==> config.mk <==
export PLATFORM = sky130hd
export DESIGN_NAME = alu_ctrl_seq
export DESIGN_NICKNAME = d
export VERILOG_FILES = /design/src/rtl/alu_ctrl_pkg.sv /design/src/rtl/alu_ctrl_decode.sv /design/src/rtl/alu_ctrl_seq.sv
export SDC_FILE = /design/constraint.sdc
export NUM_CORES = 1
export LEC_CHECK = 0
export CAP_MARGIN = 5
export CELL_PAD_IN_SITES_DETAIL_PLACEMENT = 1
export CELL_PAD_IN_SITES_GLOBAL_PLACEMENT = 2
export CORE_MARGIN = 2
export CORE_UTILIZATION = 27
export CTS_CLUSTER_SIZE = 28
export DETAILED_ROUTE_END_ITERATION = 6
export GPL_ROUTABILITY_DRIVEN = 0
export PLACE_DENSITY_LB_ADDON = 0.08
export SLEW_MARGIN = 15
export SYNTH_ARGS = -nofsm -noshare
export SYNTH_HDL_FRONTEND = slang
export SYNTH_HIERARCHICAL = 1
export SYNTH_SLANG_ARGS = --single-unit
==> constraint.sdc <==
create_clock -name clk -period 1.7 [get_ports clk]
set_input_delay 0.425 -clock clk [delete_from_list [all_inputs] [get_ports clk]]
set_output_delay 0.425 -clock clk [all_outputs]
set_load 0.1 [all_outputs]
==> src/rtl/alu_ctrl_pkg.sv <==
// Shared constants and FSM state type for the ALU control sequencer.
// ALU_CTRL_SEQ_MULTI_UOP_EN adds the second-uop state for jmxor.
package alu_ctrl_pkg;

  localparam logic [3:0] ALU_ADD     = 4'b0010;
  localparam logic [3:0] ALU_SUB     = 4'b0110;
  localparam logic [3:0] ALU_AND     = 4'b0000;
  localparam logic [3:0] ALU_OR      = 4'b0001;
  localparam logic [3:0] ALU_XOR     = 4'b1101;
  localparam logic [3:0] ALU_NOR     = 4'b1001;
  localparam logic [3:0] ALU_SLT     = 4'b0111;
  localparam logic [3:0] ALU_LUI     = 4'b1100;
  localparam logic [3:0] ALU_ILLEGAL = 4'b1111;

  localparam logic [2:0] OP_LDST  = 3'b000;
  localparam logic [2:0] OP_BEQ   = 3'b001;
  localparam logic [2:0] OP_BCMP  = 3'b011;
  localparam logic [2:0] OP_RTYPE = 3'b100;

`ifdef ALU_CTRL_SEQ_MULTI_UOP_EN
  typedef enum logic [1:0] {ST_IDLE, ST_ISSUE, ST_ISSUE2} state_t;
`else
  typedef enum logic [1:0] {ST_IDLE, ST_ISSUE} state_t;
`endif

endpackage

==> src/rtl/alu_ctrl_decode.sv <==
// Combinational aluop/funct decode into the uop(s) of one instruction.
// ALU_CTRL_SEQ_MULTI_UOP_EN exposes the second uop and the multi flag.
module alu_ctrl_decode
  import alu_ctrl_pkg::*;
#(
  parameter int FUNCT_W = 4
) (
  input  logic [2:0]         aluop,
  input  logic [FUNCT_W-1:0] funct,
  output logic [3:0]         uop0,
`ifdef ALU_CTRL_SEQ_MULTI_UOP_EN
  output logic [3:0]         uop1,
  output logic               multi,
`endif
  output logic               illegal
);

  logic       upper_nz;
  logic [3:0] fn;

  // Only the low nibble selects the op; any set upper bit makes it illegal.
  assign upper_nz = (funct >> 4) != '0;
  assign fn       = funct[3:0];

  always_comb begin
    uop0    = ALU_ILLEGAL;
    illegal = 1'b1;
`ifdef ALU_CTRL_SEQ_MULTI_UOP_EN
    uop1    = ALU_ADD;
    multi   = 1'b0;
`endif
    case (aluop)
      OP_LDST: begin uop0 = ALU_ADD; illegal = 1'b0; end
      OP_BEQ:  begin uop0 = ALU_SUB; illegal = 1'b0; end
      OP_BCMP: begin uop0 = ALU_LUI; illegal = 1'b0; end
      OP_RTYPE: begin
        if (!upper_nz) begin
          illegal = 1'b0;
          casez (fn)
            4'b0000: uop0 = ALU_ADD;
            4'b0010: uop0 = ALU_SUB;
            4'b1?1?: uop0 = ALU_SLT;
            4'b0100: uop0 = ALU_AND;
            4'b0101: uop0 = ALU_OR;
            4'b0110: uop0 = ALU_XOR;
            4'b0111: uop0 = ALU_NOR;
            4'b0011: begin
              uop0 = ALU_XOR;
`ifdef ALU_CTRL_SEQ_MULTI_UOP_EN
              uop1  = ALU_ADD;
              multi = 1'b1;
`endif
            end
            default: begin
              uop0    = ALU_ILLEGAL;
              illegal = 1'b1;
            end
          endcase
        end
      end
      default: ;
    endcase
  end

endmodule

==> src/rtl/alu_ctrl_seq.sv <==
// Registered, handshaked ALU control sequencer with retired-instruction counter.
// ALU_CTRL_SEQ_MULTI_UOP_EN enables two-uop jmxor via the ISSUE2 state.
module alu_ctrl_seq
  import alu_ctrl_pkg::*;
#(
  parameter int FUNCT_W = 4,
  parameter int CNT_W   = 16
) (
  input  logic               clk,
  input  logic               reset,
  input  logic               in_valid,
  output logic               in_ready,
  input  logic [2:0]         aluop,
  input  logic [FUNCT_W-1:0] funct,
  output logic               out_valid,
  input  logic               out_ready,
  output logic [3:0]         gout,
  output logic               last,
  output logic               illegal,
  output logic [CNT_W-1:0]   retired
);

  state_t     state_p0, state_nxt;
  logic       accept, fire;
  logic [3:0] dec_uop0;
  logic       dec_illegal;
`ifdef ALU_CTRL_SEQ_MULTI_UOP_EN
  logic [3:0] dec_uop1, uop1_p0;
  logic       dec_multi, load_second;
`endif

  alu_ctrl_decode #(.FUNCT_W(FUNCT_W)) u_decode (
    .aluop   (aluop),
    .funct   (funct),
    .uop0    (dec_uop0),
`ifdef ALU_CTRL_SEQ_MULTI_UOP_EN
    .uop1    (dec_uop1),
    .multi   (dec_multi),
`endif
    .illegal (dec_illegal)
  );

  always_ff @(posedge clk or posedge reset) begin
    if (reset) state_p0 <= ST_IDLE;
    else       state_p0 <= state_nxt;
  end

  always_comb begin
    state_nxt = state_p0;
    case (state_p0)
      ST_IDLE:  if (accept) state_nxt = ST_ISSUE;
      ST_ISSUE: begin
        if (fire) begin
`ifdef ALU_CTRL_SEQ_MULTI_UOP_EN
          if (!last) state_nxt = ST_ISSUE2;
          else
`endif
          state_nxt = accept ? ST_ISSUE : ST_IDLE;
        end
      end
`ifdef ALU_CTRL_SEQ_MULTI_UOP_EN
      ST_ISSUE2: if (fire) state_nxt = accept ? ST_ISSUE : ST_IDLE;
`endif
      default:  state_nxt = ST_IDLE;
    endcase
  end

  // Accepting while the final uop drains gives zero-bubble back-to-back issue.
  always_comb begin
    out_valid = (state_p0 != ST_IDLE);
    fire      = out_valid & out_ready;
    in_ready  = (state_p0 == ST_IDLE) | (fire & last);
    accept    = in_valid & in_ready;
`ifdef ALU_CTRL_SEQ_MULTI_UOP_EN
    load_second = fire & ~last;
`endif
  end

  // Output register stage: first uop on accept, second uop after the first is consumed
  always_ff @(posedge clk or posedge reset) begin
    if (reset) begin
      gout    <= 4'b0000;
      last    <= 1'b0;
      illegal <= 1'b0;
    end else if (accept) begin
      gout    <= dec_uop0;
      illegal <= dec_illegal;
`ifdef ALU_CTRL_SEQ_MULTI_UOP_EN
      last    <= ~dec_multi;
    end else if (load_second) begin
      gout    <= uop1_p0;
      last    <= 1'b1;
      illegal <= 1'b0;
`else
      last    <= 1'b1;
`endif
    end
  end

`ifdef ALU_CTRL_SEQ_MULTI_UOP_EN
  always_ff @(posedge clk) begin
    if (accept) uop1_p0 <= dec_uop1;
  end
`endif

  always_ff @(posedge clk or posedge reset) begin
    if (reset)            retired <= '0;
    else if (fire & last) retired <= retired + CNT_W'(1);
  end

endmodule

==> results of run 1 <==
-- state kept, by name (all words and copies together), names as in the netlist --
signal    count
illegal       1
last          1
state_p0      1
retired      16
gout          4
-- routing by layer --
metal  track usage  vias to the layer above  routed length [um]
met5             0                        -                   0
met4        0.0612                        0                  32
met3        0.0300                        4                 120
met2         0.245                       19                1350
met1         0.172                      440                1110
li1              -                      430                   -
-- critical path, cell delays in order (launching register included) --
cell and delay [ns]:
dfrtp_4 0.47, ha_4 0.14, inv_1 0.05, or4_4 0.53, nor2_1 0.15, xor2_1 0.14
-- layout make-up --
type                            instances  area, sq um  share of cell area
Inverter                                7         26.3              0.0139
Clock buffer                            3         41.3              0.0219
Clock inverter                          1         5.00             0.00265
Tap cell                               48         60.1              0.0318
Sequential cell                        23          617               0.326
Timing Repair Buffer                   40          624               0.330
Multi-Input combinational cell         72          515               0.273
-- logic make-up after synthesis --
family,share of synthesized area
muxes,0.0625
adders and majority gates,0.0116
xor gates and xnor gates,0.122
DFF,0.532
and+or+nand+nor,0.176
buffers and inverters,0.0243
AOI/OAI and AO/OA,0.0718
-- synth_stat cells --
| master | instances | area [sq um] |
|---|---|---|
| a21oi_1 | 6 | 30.0 |
| a2bb2oi_1 | 1 | 8.76 |
| nand4_1 | 5 | 31.3 |
| mux2_2 | 6 | 67.6 |
| nor3_1 | 1 | 5.00 |
| nor2_1 | 8 | 30.0 |
| nand2b_1 | 1 | 6.26 |
| nor2b_2 | 1 | 8.76 |
| nor2_4 | 1 | 11.3 |
| nor4_1 | 1 | 6.26 |
| dfrtp_1 | 23 | 576 |
| and3_1 | 2 | 12.5 |
| nand2_1 | 14 | 52.6 |
| o2bb2ai_1 | 1 | 8.76 |
| a21o_1 | 1 | 7.51 |
| or2_2 | 1 | 6.26 |
| or4_4 | 1 | 11.3 |
| o22ai_1 | 1 | 6.26 |
| or2_4 | 1 | 8.76 |
| a31oi_1 | 1 | 6.26 |
| xor2_1 | 5 | 43.8 |
| xnor2_1 | 10 | 87.6 |
| o21ai_0 | 2 | 10.0 |
| inv_1 | 7 | 26.3 |
| ha_1 | 1 | 12.5 |
-- power by group --
group          internal [mW]  switching (mW)  total [mW]  leakage, nW
combinational          0.473           0.804        1.28        0.503
clock                  0.163           0.172       0.336       0.0255
sequential             0.677           0.153       0.830        0.268
-- stage by stage --
step                instances  hold slack [ns]
floorplan                 102            0.427
global placement          190            0.500
detailed placement        190            0.516
CTS                       194            0.509
global route              194            0.534
finish                    194            0.502
-- timing repair --
item                                   in CTS  in global routing
resized for setup                           4                  0
hold buffers                                0                  0
endpoints found under the hold margin       0                  0
setup endpoints to repair                   5                  0
-- how the worst min path moves through the flow --
stage | from | end | slack, ns | cells past startpoint
after floorplan | reset | gout[0] | 0.43 | 1
after global placement | retired[10] | retired[10] | 0.50 | 1
after detailed placement | retired[10] | retired[10] | 0.52 | 1
after CTS | reset | retired[5] | 0.51 | 3
after global routing | retired[10] | retired[10] | 0.53 | 1
final | reset | retired[6] | 0.50 | 3
==> results.cfg, run 1 <==
[timing]
slew_headroom = 0.799
worst_pin_slew_ns = 0.302
max_freq_mhz = 645
setup_viol = 0
finalCriticalPeriod_ns = 1.55
rsz0062_at_grt = false
hold_viol = 0
clock_skew_ns = 0.00548
worst_slack_ns = 0.149
fin_crit_sh = 0.913
drv_slew = 0
setup_tns_ns = 0

[placement]
dp_hpwl_mm = 2.14
placed_cell_area_sq_mm = 0.00184
io_buffer_count = 34
dpl_worst_slack_ns = -0.314

[final_layout]
final_cell_mix = buf_12 (24), nand2_1 (11), xnor2_1 (10), dfrtp_1 (10), dfrtp_4 (10)
final_core_util = 0.505
diodes = 0
design_area_sq_mm = 0.00189
area_delta_synth_final_pct = 74.8
fillers = 404
nets = 159
drive_gt1_frac = 0.445
final_common_cell = buf_12

[status]
status = complete, no violations

[drt]
via_per_inst = 4.60
route.vias.total = 893
drcViolationCount = 0
wl_per_cell_um = 13.5
ant_nets = 0
drt-initial-drc-count = 16
drt-total-wl_mm = 2.61
dr.pass1.iters = 2

[clock_network]
cts_sinks = 23
numCtsBuffers = 3
clkTransAtPathRegs_ns = 0.08
cts_tree = built
post_cts.repair.setup_buffers = 0
cts_root_buf = clkbuf_8
htreeDepth = 1
clk_path_buf_depth = 2
clock_latency_ns = 0.26

[floorplanning]
die_area_sq_mm = 0.00453
num_io_pins = 35
row_count = 22
core-area_sq_mm = 0.00374
die_h_um = 67.3
start_util = 0.289
fp.dieW_um = 67.3

[grt]
antenna_found_initial = 0
track_usage = 0.143
gr-total-overflow = 0
grt_pass1_vias = 1046
grt_pass1_wl_mm = 4.89
grt_max_degree = 24

[worst_setup_path]
endpoint = retired[14]
critPathRequiredTime_ns = 1.89
rr_worst_depth = 5
crit_fanout = 4
r2r-start = retired[0]
worstPathArrival_ns = 1.74
start_kind = flip-flop
r2r_end = retired[14]
ff2ff_setup_slack_ns = 0.15
path_class = reg -> reg
endpoint_kind = flip-flop
cp-startpoint = retired[0]

[logic_synthesis]
ys_warn_count = 6
ys_ff_latch = 23
synth_area_per_cell_sq_um = 10.6
mappedNetlistArea_sq_mm = 0.00108
synthesis.nets = 114
yosysSeqAreaShare = 0.532
synth_cell_types = 25
synthCells = 102

[worst_hold_path]
worstHoldPathType = in -> async

[power_and_ir_drop]
power_mw = 2.44
power.leakage_nw = 0.796
ir_drop_uv = 703
powerDensity_mw_per_mm2 = 1290

[job]
maxCapViolations = 0
(Power assumes the default switching activity.)
==> run 2, diff against run 1 <==
Settings changed: CTS_CLUSTER_SIZE 28 to 30.
==> results of run 2 <==
The final DEF is identical to that of run 1; final timing and power are the same.
